[config.mk]
export PLATFORM = sky130hd
export DESIGN_NAME = pwm_decoder
export DESIGN_NICKNAME = d
export VERILOG_FILES = /design/src/rtl/pwm_decoder.sv
export SDC_FILE = /design/constraint.sdc
export NUM_CORES = 1
export LEC_CHECK = 0
export CORE_MARGIN = 1
export CORE_UTILIZATION = 55
export DETAILED_ROUTE_END_ITERATION = 8
export GPL_TIMING_DRIVEN = 0
export PLACE_DENSITY = 0.76
export SLEW_MARGIN = 5
export SYNTH_ARGS = -nofsm -noshare
export SYNTH_HDL_FRONTEND = slang
export SYNTH_SLANG_ARGS = --single-unit
export TNS_END_PERCENT = 10
[constraint.sdc]
create_clock -name ICE_CLK -period 3 [get_ports ICE_CLK]
set_input_delay 0.45 -clock ICE_CLK [delete_from_list [all_inputs] [get_ports ICE_CLK]]
set_output_delay 0.45 -clock ICE_CLK [all_outputs]
set_load 0.1 [all_outputs]
[src/rtl/pwm_decoder.sv]
// pwm_decoder: recovers the 8-bit duty level of a PWM frame stream, detects a stuck pin and bad frame lengths.
// Latency: pin edge seen as a rise 2 cycles later; outputs update 1 cycle after the deciding rise or timeout.
// Backpressure: none; level_valid is a single-cycle strobe that the consumer must take when it fires.
module pwm_decoder #(
  parameter int PERIOD  = 256,
  parameter int TOL     = 2,
  parameter int TIMEOUT = 512
) (
  input  logic       ICE_CLK,
  input  logic       RST,
  input  logic       pwm_in,
  output logic [7:0] level,
  output logic       level_valid,
  output logic       locked,
  output logic       period_err
);

  // Counter must hold TIMEOUT itself, since both counters park there.
  localparam int CW = $clog2(TIMEOUT + 1);
  localparam logic [CW-1:0] TIMEOUT_C = CW'(TIMEOUT);
  localparam logic [CW-1:0] PER_LO    = CW'(PERIOD - TOL);
  localparam logic [CW-1:0] PER_HI    = CW'(PERIOD + TOL);
  localparam logic [CW-1:0] LVL_MAX   = CW'(255);

  typedef enum logic [1:0] {
    IDLE,
    MEASURE,
    STUCK
  } state_t;

  state_t          state;
  state_t          state_d;
  logic            s1;
  logic            s2;
  logic            prev;
  logic            rise;
  logic [CW-1:0]   period_cnt;
  logic [CW-1:0]   high_cnt;
  logic            timeout;
  logic            frame_ok;
  logic [7:0]      level_meas;
  logic            go_stuck;
  logic [7:0]      level_d;
  logic            valid_d;
  logic            locked_d;
  logic            err_d;

  assign rise       = s2 & ~prev;
  assign timeout    = (period_cnt == TIMEOUT_C);
  assign frame_ok   = (period_cnt >= PER_LO) && (period_cnt <= PER_HI);
  // A frame can be high for more than 255 cycles when it runs a little long.
  assign level_meas = (high_cnt > LVL_MAX) ? 8'hFF : high_cnt[7:0];

  // Two-flop synchronizer for the asynchronous pin plus one delay stage for edge detection.
  always_ff @(posedge ICE_CLK) begin
    if (RST) begin
      s1   <= 1'b0;
      s2   <= 1'b0;
      prev <= 1'b0;
    end else begin
      s1   <= pwm_in;
      s2   <= s1;
      prev <= s2;
    end
  end

  // Frame length and high-time counters; the rise cycle itself counts as cycle 1 of the new frame.
  always_ff @(posedge ICE_CLK) begin
    if (RST) begin
      period_cnt <= '0;
      high_cnt   <= '0;
    end else if (rise) begin
      period_cnt <= CW'(1);
      high_cnt   <= CW'(1);
    end else begin
      if (period_cnt != TIMEOUT_C) begin
        period_cnt <= period_cnt + CW'(1);
      end
      if (s2 && (high_cnt != TIMEOUT_C)) begin
        high_cnt <= high_cnt + CW'(1);
      end
    end
  end

  // State register and registered outputs.
  always_ff @(posedge ICE_CLK) begin
    if (RST) begin
      state       <= IDLE;
      level       <= 8'h00;
      level_valid <= 1'b0;
      locked      <= 1'b0;
      period_err  <= 1'b0;
    end else begin
      state       <= state_d;
      level       <= level_d;
      level_valid <= valid_d;
      locked      <= locked_d;
      period_err  <= err_d;
    end
  end

  // Next state and next outputs; a rise always beats a timeout landing on the same cycle.
  always_comb begin
    state_d  = state;
    level_d  = level;
    valid_d  = 1'b0;
    locked_d = locked;
    err_d    = period_err;
    go_stuck = 1'b0;
    case (state)
      IDLE: begin
        if (rise) begin
          state_d = MEASURE;
        end else if (timeout) begin
          go_stuck = 1'b1;
        end
      end
      MEASURE: begin
        if (rise) begin
          if (frame_ok) begin
            level_d  = level_meas;
            valid_d  = 1'b1;
            locked_d = 1'b1;
            err_d    = 1'b0;
          end else begin
            locked_d = 1'b0;
            err_d    = 1'b1;
          end
        end else if (timeout) begin
          go_stuck = 1'b1;
        end
      end
      STUCK: begin
        // The first frame after a stuck period is partial, so it only re-arms measurement.
        if (rise) begin
          state_d = MEASURE;
        end
      end
      default: begin
        state_d = IDLE;
      end
    endcase
    // Entering STUCK reports the held pin value once as a 0% or 100% duty level.
    if (go_stuck) begin
      state_d  = STUCK;
      level_d  = s2 ? 8'hFF : 8'h00;
      valid_d  = 1'b1;
      locked_d = 1'b1;
      err_d    = 1'b0;
    end
  end

endmodule

==> results of run 1 <==
## power breakdown
part           switching (uW)  internal, uW
sequential               9.10           485
clock                     154           116
combinational            25.4          17.0
total                     189           618
## cell families (layout without fill, tap and decap cells)
group	after synthesis	count (layout)	synth area share [%]
muxes	2	2	1.22
AOI/OAI and AO/OA	35	35	15.4
DFF	36	36	44.0
buffers and inverters	25	46	6.34
and+or+nand+nor	61	61	21.8
xor gates and xnor gates	14	14	7.49
adders and majority gates	5	5	3.82
## cells in the mapped netlist, drive strengths merged
cell type and number:
dfxtp 36, and3b 2, xor2 11, and2 1
a2111oi 8, nand2b 5, nand2 6, nor2b 2
clkbuf 5, and4 3, nand3b 1, nand4 6
buf 4, nor3 1, ha 5, or3 3
o21ai 5, a21o 1, or4 1, nor2 18
and4b 1, and3 1, a311oi 9, mux2i 2
nand4b 1, nor4 3, a31oi 1, a41oi 1
or2 1, xnor2 3, o21bai 2, a21oi 8
inv 16, nand3 5
## cell type report
class / count / area, um2
inverters: 16 / 60.1
well taps: 31 / 38.8
flip-flops and latches: 36 / 721
multi-input cells: 117 / 813
fillers: 244 / 916
clock buffers: 8 / 58.8
plain buffers: 9 / 43.8
repair buffers: 13 / 130
## per-layer routing
metal	up-vias	GRT usage, %	wire length (um)
li1	676	-	-
met1	640	27.9	1530
met2	23	39.2	1650
met3	9	5.53	94
met4	0	10.8	78
met5	-	0	0
## sequential cells by signal, summed over array words and instances, names as in the netlist
| register | cells |
|---|---|
| high_cnt | 10 |
| period_cnt | 10 |
| level | 8 |
| state | 2 |
| level_valid | 1 |
| locked | 1 |
| period_err | 1 |
| prev | 1 |
| s1 | 1 |
| s2 | 1 |
## placed cells by master, fill, tap and decap left out, drive strengths merged, types with 3 or more instances in the layout
master / count
a2111oi: 8
a21oi: 8
a311oi: 9
and4: 3
buf: 4
clkbuf: 13
clkdlybuf4s50: 13
dfxtp: 36
ha: 5
inv: 16
nand2: 6
nand2b: 5
nand3: 5
nand4: 6
nor2: 18
nor4: 3
o21ai: 5
or3: 3
xnor2: 3
xor2: 11
## how the worst max path moves through the flow
stage	startpoint	to	slack [ps]
3_3_place_gp	RST	period_cnt[7]	950
4_1_cts	level[3]	level[3]	700
2_1_floorplan	period_cnt[1]	level[0]	1200
5_1_grt	level[3]	level[3]	690
3_5_place_dp	period_cnt[1]	level[4]	910
6_report	level[3]	level[3]	710
## stage by stage
stage / cell area, um2 / hold slack [ps]
5_1_grt: 1870 / 471
2_1_floorplan: 1640 / 414
6_report: 1870 / 459
3_5_place_dp: 1810 / 447
3_3_place_gp: 1810 / 431
4_1_cts: 1870 / 464
==> flow_metrics.env, run 1 <==
export IMPL_final_core_util_pct=67.1
export IMPL_worstSetupPathDepth=1
export IMPL_min_period_ps=2290
export IMPL_grt_usage_pct=23.3
export IMPL_numCtsBuffers=5
export IMPL_netlist_instances=178
export IMPL_path_class="reg2out"
export IMPL_drt_iter0_markers=69
export IMPL_wl_um=3350
export IMPL_ir_drop_uv=352
export IMPL_reg2reg_slack_ps=920
export IMPL_coreArea_mm2=0.00278
export IMPL_diodes=0
export IMPL_crit_arrival_ps=1840
export IMPL_die_w_um=56.6
export IMPL_syn_nets=186
export IMPL_dp_cells=222
export IMPL_detail_route_antenna_nets=0
export IMPL_holdPathStages=1
export IMPL_via_per_inst=5.86
export IMPL_dieArea_mm2=0.00320
export IMPL_path_cells="clkdlybuf4s50_1"
export IMPL_cts_sinks=36
export IMPL_crit_buf_inv=1
export IMPL_syn_area_mm2=0.00164
export IMPL_start_kind="flip-flop"
export IMPL_p_leak_uw=0.000643
export IMPL_totalPowerFinal_uw=806
export IMPL_worst_slew_pin_slew_ps=999
export IMPL_grt_pass1_wl_um=5680
export IMPL_synth_distinct_cells=39
export IMPL_layout_nets=206
export IMPL_clockBufferDepth=2
export IMPL_cts_tree="built"
export IMPL_rows=19
export IMPL_fin_cells=230
export IMPL_ys_seq_area_share_pct=44.0
export IMPL_grt_max_degree=11
export IMPL_drc=0
export IMPL_crit_slowest_cell="clkdlybuf4s50_1"
export IMPL_rsz0062_at_grt="false"
export IMPL_ios=14
export IMPL_skew_ps=8.75
export IMPL_yosysWarnings=0
export IMPL_fin_setup_tns_ps=0
export IMPL_post_dp_hpwl_um=2420
export IMPL_syn_area_per_cell_um2=9.20
export IMPL_max_freq_ghz=0.437
export IMPL_htree_levels=2
export IMPL_worstSkewPairLatency_ps=340
export IMPL_drt_pass1_iter_count=4
export IMPL_ctsRootBufferMaster="clkbuf_4"
export IMPL_cap_violations=0
export IMPL_wire_per_inst_um=14.6
export IMPL_setup_violations=0
export IMPL_drive_above_1_share_pct=7.54
export IMPL_endpoint_kind="output pin"
export IMPL_status="finished, final reports clean"
export IMPL_clk_pin_slew_worst_paths_ps=90
export IMPL_r2r_start="period_cnt[1]"
export IMPL_synth_top_cell_by_area="dfxtp_1"
export IMPL_power_density_mw_per_mm2=432
export IMPL_place_congestion=0.847
export IMPL_synthToLayoutAreaGrowth_pct=13.9
export IMPL_start_util_pct=58.9
export IMPL_portBuffers=13
export IMPL_crit_required_ps=2550
export IMPL_cp_slowest_stage_delay_ps=1160
export IMPL_timing_rr_end="level[3]"
export IMPL_holdPathEnd="s2"
export IMPL_yosysTopAreaCellShare_pct=44.0
export IMPL_ys_ff_latch=36
export IMPL_maxSlewViolCount=0
export IMPL_die_height_um=56.6
export IMPL_period_share_pct=76.2
export IMPL_cts_setup_buffers=0
export IMPL_hold_class="reg2reg"
export IMPL_maxSlewHeadroom_pct=33.2
export IMPL_min_from="s1"
export IMPL_antenna_found_initial=0
export IMPL_hold_viol=0
export IMPL_first_global_vias=1326
export IMPL_worstRegToRegCells=6
export IMPL_setup_ws_ps=714
export IMPL_vias=1348
export IMPL_pre_cts_ws_ps=914
export IMPL_cts_hold_buf=0
export IMPL_synthTopCellsByArea="dfxtp_1, xor2_1, a311oi_1"
export IMPL_post_cts_resize_count=0
export IMPL_critical_path_max_fanout=2
export IMPL_crit_family="buffers and inverters"
export IMPL_grt_overflow_total=0
No activity file was read; power rests on OpenSTA's default activity.
==> inputs of run 2 (changes only) <==
- CORE_UTILIZATION: 55 -> 51
- PLACE_DENSITY: 0.76 -> 0.74
- clock period: 3 -> 2.1 ns (I/O delays scaled with it)
==> flow_metrics.env, run 2 (same netlist as run 1, synthesis figures left out) <==
export IMPL_switchingPower_uw=275
export IMPL_cts_sinks=36
export IMPL_die_height_um=58.7
export IMPL_cts_setup_buffers=0
export IMPL_cp_endpoint="level[1]"
export IMPL_grt_overflow_total=0
export IMPL_rsz0062_at_grt="false"
export IMPL_layout_common_cells="dfxtp_1, nor2_1, inv_1"
export IMPL_ios=14
export IMPL_cts_hold_buf=0
export IMPL_diodes=0
export IMPL_htree_levels=2
export IMPL_grt_usage_pct=21.0
export IMPL_worstSkewPairLatency_ps=330
export IMPL_p_sw_share_pct=23.9
export IMPL_wl_um=3250
export IMPL_die_w_um=58.7
export IMPL_synthToLayoutAreaGrowth_pct=16.2
export IMPL_coreArea_mm2=0.00305
export IMPL_setup_violations=0
export IMPL_antenna_found_initial=0
export IMPL_drt_iter0_markers=41
export IMPL_layout_nets=206
export IMPL_pwr_share_comb_pct=5.3
export IMPL_first_global_vias=1265
export IMPL_hold_viol=0
export IMPL_maxSlewViolCount=0
export IMPL_largestRegisters="high_cnt (10), period_cnt (10), level (8)"
export IMPL_power_density_mw_per_mm2=606
export IMPL_grt_pass1_wl_um=5480
export IMPL_p_seq_share_pct=61.4
export IMPL_crit_required_ps=2310
export IMPL_drt_pass1_iter_count=4
export IMPL_maxSlewHeadroom_pct=36.0
export IMPL_place_congestion=0.872
export IMPL_hold_class="reg2reg"
export IMPL_crit_path_start="period_cnt[0]"
export IMPL_worstRegToRegCells=7
export IMPL_endpoint_kind="flip-flop"
export IMPL_cts_tree="built"
export IMPL_wire_per_inst_um=13.4
export IMPL_period_share_pct=95.4
export IMPL_post_dp_hpwl_um=2270
export IMPL_min_period_ps=2000
export IMPL_path_class="reg2reg"
export IMPL_start_util_pct=53.6
export IMPL_seqCellArea_um2=726
export IMPL_timing_rr_end="level[1]"
export IMPL_start_kind="flip-flop"
export IMPL_critical_path_max_fanout=9
export IMPL_drc=0
export IMPL_crit_arrival_ps=2210
export IMPL_totalPowerFinal_uw=1150
export IMPL_worst_slew_pin_slew_ps=964
export IMPL_dieArea_mm2=0.00344
export IMPL_final_common_cell="dfxtp_1"
export IMPL_ir_drop_uv=347
export IMPL_detail_route_antenna_nets=0
export IMPL_skew_ps=13.8
export IMPL_via_per_inst=5.60
export IMPL_rows=20
export IMPL_reg2reg_slack_ps=100
export IMPL_p_leak_uw=0.000711
export IMPL_max_freq_ghz=0.499
export IMPL_n_fill_cell=261
export IMPL_portBuffers=13
export IMPL_numCtsBuffers=5
export IMPL_vias=1360
export IMPL_p_clk_share_pct=33.3
export IMPL_cap_violations=0
export IMPL_status="finished, final reports clean"
export IMPL_drive_above_1_share_pct=12.1
export IMPL_fin_setup_tns_ps=0
export IMPL_clockBufferDepth=2
export IMPL_multi_input_area_um2=841
export IMPL_ctsRootBufferMaster="clkbuf_4"
export IMPL_p_int_uw=878
export IMPL_grt_max_degree=12
export IMPL_clk_pin_slew_worst_paths_ps=110
export IMPL_r2r_start="period_cnt[0]"
==> run 2: final cells by class <==
cell class | count | share of cell area (%)
multi-input cells | 117 | 44.2
flip-flops and latches | 36 | 38.1
repair buffers | 13 | 6.11
inverters | 16 | 3.16
well taps | 44 | 2.89
clock buffers | 6 | 2.70
plain buffers | 9 | 2.30
clock inverters | 2 | 0.526
==> run 2: repair_timing <==
action | 4_1_cts | 5_1_grt
pin swaps | 0 | 0
setup endpoints to repair | 12 | 8
endpoints found under the hold margin | 0 | 0
gates resized for setup | 12 | 11
==> run 2: critical path: stages, from the launching register on <==
cell and delay [ps]:
dfxtp_2 370, inv_1 90, ha_1 170, nor2_1 40, or4_1 470, buf_2 190, a2111oi_0 460, a311oi_1 90
==> run 2: how the worst min path moves through the flow <==
| stage | cells past startpoint | endpoint | start |
|---|---|---|---|
| 2_1_floorplan | 1 | s2 | s1 |
| 3_3_place_gp | 1 | s2 | s1 |
| 3_5_place_dp | 1 | s2 | s1 |
| 4_1_cts | 1 | s2 | s1 |
| 5_1_grt | 1 | s2 | s1 |
| 6_report | 1 | s2 | s1 |
==> run 2: metal layers <==
layer  GRT usage, %  wire [um]
met3           5.49        149
met2           33.5       1560
met5              0          0
met1           26.2       1490
met4           10.5         46
==> run 2: power by group through the flow <==
stage | registers (uW) | clock network [uW] | logic (uW)
6_report | 708 | 385 | 61.0
5_1_grt | 710 | 424 | 69.5
4_1_cts | 706 | 391 | 59.4
3_5_place_dp | 721 | 0 | 59.0
3_3_place_gp | 721 | 0 | 56.7
2_1_floorplan | 720 | 0 | 41.6
==> run 2: through the flow <==
step           utilization [%]  area [um2]  hold slack, ps  setup slack [ps]  std cells
2_1_floorplan                -        1640             414               295        178
3_3_place_gp              59.7        1820             433               117        235
3_5_place_dp              59.7        1820             442              18.9        235
4_1_cts                   61.3        1870             464              37.3        243
5_1_grt                   62.3        1900             478              10.1        243
6_report                  62.3        1900             459              96.6        243
==> inputs of run 3 (changes only) <==
- CORE_UTILIZATION: 51 -> 55
- PLACE_DENSITY: 0.74 -> 0.76
- SLEW_MARGIN: 5 -> unset
- clock period: 2.1 -> 2.6 ns (I/O delays scaled with it)
==> results of run 3 <==
The final DEF is identical to that of run 1. Status: finished, final reports clean.
Among the figures that moved: setup slack after placement 914 ps -> 514 ps; setup slack after layout 714 ps -> 374 ps; register-to-register setup slack 920 ps -> 520 ps; total power 806 uW -> 930 uW; worst IR drop on VDD 352 uV -> 406 uV
